## src/rtl/coin_input_conditioner.sv

```systemverilog
// Coin/start switch front end for the parking meter core.
// Each raw switch is synchronised and debounced independently. A debounced
// rising edge on a coin channel latches a pending credit, and pending credits
// are handed to the meter over valid/ready, lowest channel first.
module coin_input_conditioner #(
  parameter int DEBOUNCE_CYCLES = 1_000_000,
  parameter int VAL0            = 5,
  parameter int VAL1            = 10,
  parameter int VAL2            = 15,
  parameter int VAL_W           = 6
) (
  input  logic             clk,
  input  logic             reset,
  input  logic [2:0]       sw_coin,
  input  logic             sw_start,
  output logic             coin_valid,
  input  logic             coin_ready,
  output logic [VAL_W-1:0] coin_value,
  output logic             coin_drop,
  output logic             start_level,
  output logic             start_pulse
);

  localparam int CNT_W = $clog2(DEBOUNCE_CYCLES + 1);
  localparam logic [CNT_W-1:0] CNT_MAX = CNT_W'(DEBOUNCE_CYCLES);

  // Bit 3 is the start switch, bits 2:0 the coin channels.
  logic [3:0] raw;
  logic [3:0] sync_p0;
  logic [3:0] sync_p1;
  logic [3:0] deb_p2;
  logic [3:0] deb_d_p2;
  logic [3:0] rise_p2;
  logic [2:0] pend_p3;
  logic [2:0] grant;
  logic [2:0] clr;

  // Seconds credited for the single channel selected by a one-hot grant.
  function automatic logic [VAL_W-1:0] credit_value(input logic [2:0] g);
    logic [VAL_W-1:0] v;
    v = '0;
    if (g[0])      v = VAL_W'(VAL0);
    else if (g[1]) v = VAL_W'(VAL1);
    else if (g[2]) v = VAL_W'(VAL2);
    return v;
  endfunction

  assign raw = {sw_start, sw_coin};

  // ---- stage p0/p1: two-flop synchroniser for all four raw switches
  always_ff @(posedge clk or posedge reset) begin
    if (reset) begin
      sync_p0 <= '0;
      sync_p1 <= '0;
    end else begin
      sync_p0 <= raw;
      sync_p1 <= sync_p0;
    end
  end

  // ---- stage p2: per-input debounce, accept a change once the counter has reached the limit
  for (genvar i = 0; i < 4; i++) begin : g_deb
    logic [CNT_W-1:0] cnt_q;
    logic             deb_q;

    // Count consecutive disagreeing cycles; any agreeing cycle restarts the count.
    always_ff @(posedge clk or posedge reset) begin
      if (reset) begin
        cnt_q <= '0;
        deb_q <= 1'b0;
      end else if (sync_p1[i] == deb_q) begin
        cnt_q <= '0;
      end else if (cnt_q == CNT_MAX) begin
        deb_q <= sync_p1[i];
        cnt_q <= '0;
      end else begin
        cnt_q <= cnt_q + CNT_W'(1);
      end
    end

    assign deb_p2[i] = deb_q;
  end

  assign rise_p2 = deb_p2 & ~deb_d_p2;

  // Lowest-index pending channel wins the handshake.
  always_comb begin
    grant = 3'b000;
    if (pend_p3[0])      grant = 3'b001;
    else if (pend_p3[1]) grant = 3'b010;
    else if (pend_p3[2]) grant = 3'b100;
  end

  assign clr = coin_ready ? grant : 3'b000;

  // ---- stage p3: edge detect, pending credits, drop and start pulses
  always_ff @(posedge clk or posedge reset) begin
    if (reset) begin
      deb_d_p2    <= '0;
      pend_p3     <= '0;
      coin_drop   <= 1'b0;
      start_pulse <= 1'b0;
    end else begin
      deb_d_p2    <= deb_p2;
      // A new press on the channel being transferred re-arms it (set wins).
      pend_p3     <= (pend_p3 & ~clr) | rise_p2[2:0];
      coin_drop   <= |(rise_p2[2:0] & pend_p3 & ~clr);
      start_pulse <= rise_p2[3];
    end
  end

  assign coin_valid  = |pend_p3;
  assign coin_value  = credit_value(grant);
  assign start_level = deb_p2[3];

endmodule
```

## config.mk

```make
export PLATFORM = sky130hd
export DESIGN_NAME = coin_input_conditioner
export DESIGN_NICKNAME = d
export VERILOG_FILES = /design/src/rtl/coin_input_conditioner.sv
export SDC_FILE = /design/constraint.sdc
export NUM_CORES = 1
export LEC_CHECK = 0
export CAP_MARGIN = 20
export CORE_MARGIN = 2
export CORE_UTILIZATION = 30
export DETAILED_ROUTE_END_ITERATION = 12
export SYNTH_ARGS = -nofsm -noshare
export SYNTH_HDL_FRONTEND = slang
export SYNTH_SLANG_ARGS = --single-unit
```

## constraint.sdc

```tcl
create_clock -name clk -period 4.4 [get_ports clk]
set_input_delay 0.44 -clock clk [delete_from_list [all_inputs] [get_ports clk]]
set_output_delay 0.44 -clock clk [all_outputs]
set_load 0.01 [all_outputs]
```

Yosys cells after proc, flatten, opt, wreduce, memory -nomap -nowiden. Index checks and enable logic that the tools add are counted.

Muxes and demuxes: 15. Bitwise operators: 11. Eq/ne operators: 8. $add $sub $neg: 4. Reductions and logical operators: 6.

Operator list (number): $mux 20 (8); $add 20x1->20 const B (4); $eq 20x20->1 const B (4); $mux 3 (4); $mux 4 (3); $and 3x3->3 (3); $reduce_and 2->1 (4); $reduce_or 3->1 (2); $and 4x4->4 (1); $eq 1x1->1 (4); $not 1->1 (4); $not 4->4 (1); $not 3->3 (1); $or 3x3->3 (1).

Output and inout bits: 10. Logic and storage cells: 58. Bits in registers: 101. Input bits: 7.

Depth between registers and ports, before layout.
Depth after elaboration: 7. Gate-level depth with buffers: 7. Depth with buffers taken out: 6.

Worst setup path after synthesis. Ideal clock, no wire load.

Path type: reg2reg. Start point: register g_deb[3].cnt_q[5]. End point: register g_deb[3].deb_q, in the netlist start_level. Slack: 2.459 ns. Data required time: 4.275 ns. Arrival time: 1.816 ns. Setup time: 0.125 ns. Path buffers: 0. Cell stages (with the launch flop): 5. Period minus slack after synthesis: 1.941 ns. Path through: dfrtp_1 > or4_1 > or4_4 > nor2_1 > mux2_2.

Longest elaborated chain between the ends: 2.

Ends and longest elaborated chain: from (decl) (line 63) `logic [CNT_W-1:0] cnt_q;`; from (signal assigned) (line 77) `cnt_q <= cnt_q + CNT_W'(1);`; $eq 20x20->1 (line 73) `end else if (cnt_q == CNT_MAX) begin`; $reduce_and 2->1 (no line); to (signal assigned) (line 74) `deb_q <= sync_p1[i];`; to (decl) (line 64) `logic deb_q;`.

Every way passes these cells. A chain may end at the register's enable or synchronous reset.

Final worst setup path.
Start point: register g_deb[3].cnt_q[5]. End point: register g_deb[3].cnt_q[11].

Longest elaborated chain between the ends: 3. Elaborated cells on any way between the ends: 4. Those cells by class: add/sub: 1; eq/ne: 1; mux: 2.

Ends and longest elaborated chain: $add 20x1->20 / $eq 20x20->1 (equally long branches) (line 77, 73); $mux 20 * (line 73); $mux 20 * (line 71) `end else if (sync_p1[i] == deb_q) begin`.

Every way passes the cells marked *; elsewhere a longest branch is shown, timed or not.

==> impl_metrics.json <==
{
  "outcome": "finished, final reports clean",
  "ios": 17,
  "grt_pass1_vias": 3478,
  "ys.flop_type": "dfrtp_1",
  "maxCapViolCount": 0,
  "drt-initial-drc-count": 143,
  "fin_crit_ns": 2.369,
  "fin_cells": 723,
  "worst_pin_slew_ns": 0.9420,
  "clkTransAtPathRegs_ns": 0.06,
  "p_switching_w": 0.0003971,
  "syn_avg_cell_area_um2": 9.938,
  "start_util": 0.3064,
  "clock_path_buffers": 2,
  "syn_area_um2": 4850,
  "via_per_inst": 4.824,
  "yosys_warnings": 0,
  "crit_buf_inv": 0,
  "crit_path_max_fanout": 20,
  "via_count": 3488,
  "end_kind": "register",
  "placed_cell_area_um2": 5209,
  "synth-edff-count": 0,
  "path_cells": "or4_1, or4_4, o21ai_2, nor2_1",
  "seqPwrFrac": 0.508,
  "cts_made_buffers": 9,
  "dieArea_um2": 17200,
  "utilization": 0.3496,
  "grt_use_total": 0.1104,
  "critPathTopFamily": "simple AND/OR/NAND/NOR gates",
  "rsz0062_at_grt": "false",
  "critPathMaxStageDelay_ns": 0.65,
  "power_frac_clock": 0.457,
  "tns_ns": 0,
  "antenna_found_initial": 0,
  "drive_gt1_frac": 0.05523,
  "post-route-period-util": 0.5384,
  "routed_wl_um": 8990,
  "die_w_um": 131.1,
  "synth.distinct_cells": 37,
  "cts_tree": "yes",
  "slew_viol_final": 0,
  "async_flop_share": 1.000,
  "grt_max_degree": 79,
  "slew-limit-headroom": 0.3720,
  "leakagePower_nw": 2.256,
  "first_pass_iters": 4,
  "dpl.hpwl_um": 6135,
  "path_class": "register to register",
  "syn_inst": 488,
  "final_hold_viol_count": 0,
  "gp_congestion": 0.8035,
  "synth_area_leaders": "dfrtp_1, xor2_1, nor2_1",
  "swShare": 0.2118,
  "yosysMostFrequentCell": "dfrtp_1",
  "core-area_um2": 15830,
  "power_density_nw_per_um2": 338.9,
  "port_buffers": 14,
  "rows": 46,
  "syn_to_final_growth_pct": 14.11,
  "synth-seq-cells": 101,
  "peakVddDrop_mv": 0.2111,
  "wl_per_cell_um": 12.43,
  "finalSetupViolations": 0,
  "clkLatencyLatePin_ns": 0.34,
  "synth_largest_area_cell": "dfrtp_1",
  "h-tree-depth": 3,
  "startpoint_type": "register",
  "synth_top_area_share": 0.5212,
  "die_h_um": 131.1,
  "cp.arrival_ns": 2.56,
  "cts-resized-gates": 0,
  "antennaDiodeCount": 0,
  "root_buffer": "clkbuf_16",
  "finClkSkew_ns": 0.005018,
  "cts_sinks": 101,
  "post-cts-setup-buffers": 0,
  "num-nets-final": 517,
  "internal_power_w": 0.001478,
  "grt_pass1_wl_um": 15820,
  "hold_class": "register to register",
  "comb_power_share": 0.035,
  "cts-hold-fix-buffers": 0,
  "max_freq_mhz": 422.1,
  "cp.required_ns": 4.59,
  "drcViolationCount": 0,
  "dp_cells": 707,
  "grt.overflow.total": 0,
  "slowest_stage": "o21ai_2",
  "ys_top_cells_by_count": "dfrtp_1, nor2_1, nand2_1, xor2_1",
  "fin_area_um2": 5534,
  "yosysSeqAreaShare": 0.5212,
  "ant_nets": 0
}
==> power groups by stage <==
| stage | Sequential, W | Combinational [W] | Clock, W |
|---|---|---|---|
| after floorplan | 0.000968 | 0.0000488 | 0 |
| after global placement | 0.000970 | 0.0000661 | 0 |
| after detailed placement | 0.000971 | 0.0000681 | 0 |
| after CTS | 0.000953 | 0.0000685 | 0.000886 |
| after global routing | 0.000954 | 0.0000769 | 0.000926 |
| final | 0.000953 | 0.0000657 | 0.000856 |
==> cells in the final DEF (no fill, tap or decap), types with 5 or more instances in the layout <==
cell / netlist / routed
or4_1: 14 / 14
xor2_1: 30 / 30
nor3_1: 5 / 5
o31ai_1: 13 / 12
o21ai_0: 16 / 14
nor4_1: 8 / 8
and4_1: 11 / 11
ha_1: 8 / 8
or3_1: 17 / 17
nand4_1: 24 / 24
xnor2_1: 22 / 22
and3_1: 7 / 7
nor2_1: 69 / 69
inv_1: 22 / 21
clkdlybuf4s50_1: 0 / 14
a21oi_1: 24 / 24
nand2_1: 31 / 31
clkbuf_16: 0 / 9
dfrtp_1: 101 / 101
nand3_1: 24 / 24
==> layout make-up <==
cell class | instances | area, um2
fillers | 1586 | 10290
flip-flops and latches | 101 | 2527
multi-input cells | 350 | 2156
well taps | 216 | 270.3
clock buffers | 11 | 242.7
repair buffers | 18 | 170.2
inverters | 22 | 85.08
clock inverters | 5 | 82.58
==> cells by family after synthesis <==
group | count (synthesis) | share of synthesized area
other cells | 1 | 0.0007733
mux | 4 | 0.009287
xor+xnor | 52 | 0.09391
flops | 101 | 0.5212
simple gates | 228 | 0.2515
compound gates | 56 | 0.06657
fa+ha+maj | 8 | 0.02064
buf+inv | 38 | 0.03612
==> through the flow <==
step / setup WS [ns] / hold slack [ns] / total power (W)
2_1_floorplan: 1.313 / 0.3312 / 0.001017
3_3_place_gp: 2.081 / 0.3329 / 0.001036
4_1_cts: 2.020 / 0.3495 / 0.001907
3_5_place_dp: 2.028 / 0.3347 / 0.001039
5_1_grt: 1.845 / 0.3548 / 0.001958
6_report: 2.031 / 0.3491 / 0.001875
==> final timing paths <==
path / startpoint / end / slack [ns] / depth (start not counted)
setup / recovery: g_deb[3].cnt_q[5] / g_deb[3].cnt_q[11] / 2.03 / 4
hold / removal: sync_p0[2] / sync_p1[2] / 0.35 / 0
setup reg to reg: g_deb[3].cnt_q[5] / g_deb[3].cnt_q[11] / 2.03 / 4
hold reg to reg: sync_p0[2] / sync_p1[2] / 0.35 / 0
max in group asynchronous: reset / g_deb[2].cnt_q[19] / 2.84 / 3
min in group asynchronous: reset / sync_p0[3] / 0.67 / 2
==> state kept, by name, summed over array words and instances (netlist names) <==
name and count:
g_deb.deb_q 3, sync_p0 4, deb_d_p2 4, g_deb.cnt_q 80, pend_p3 3, start_level 1, start_pulse 1, sync_p1 4
coin_drop 1
==> routing by layer <==
layer	wire length (um)	vias to the layer above	GRT usage
met5	0	-	0
met4	212	0	0.05857
met3	266	16	0.02585
met2	4251	46	0.1787
met1	4260	1683	0.1371
li1	-	1743	-
Power figures use the tool's default switching activity.
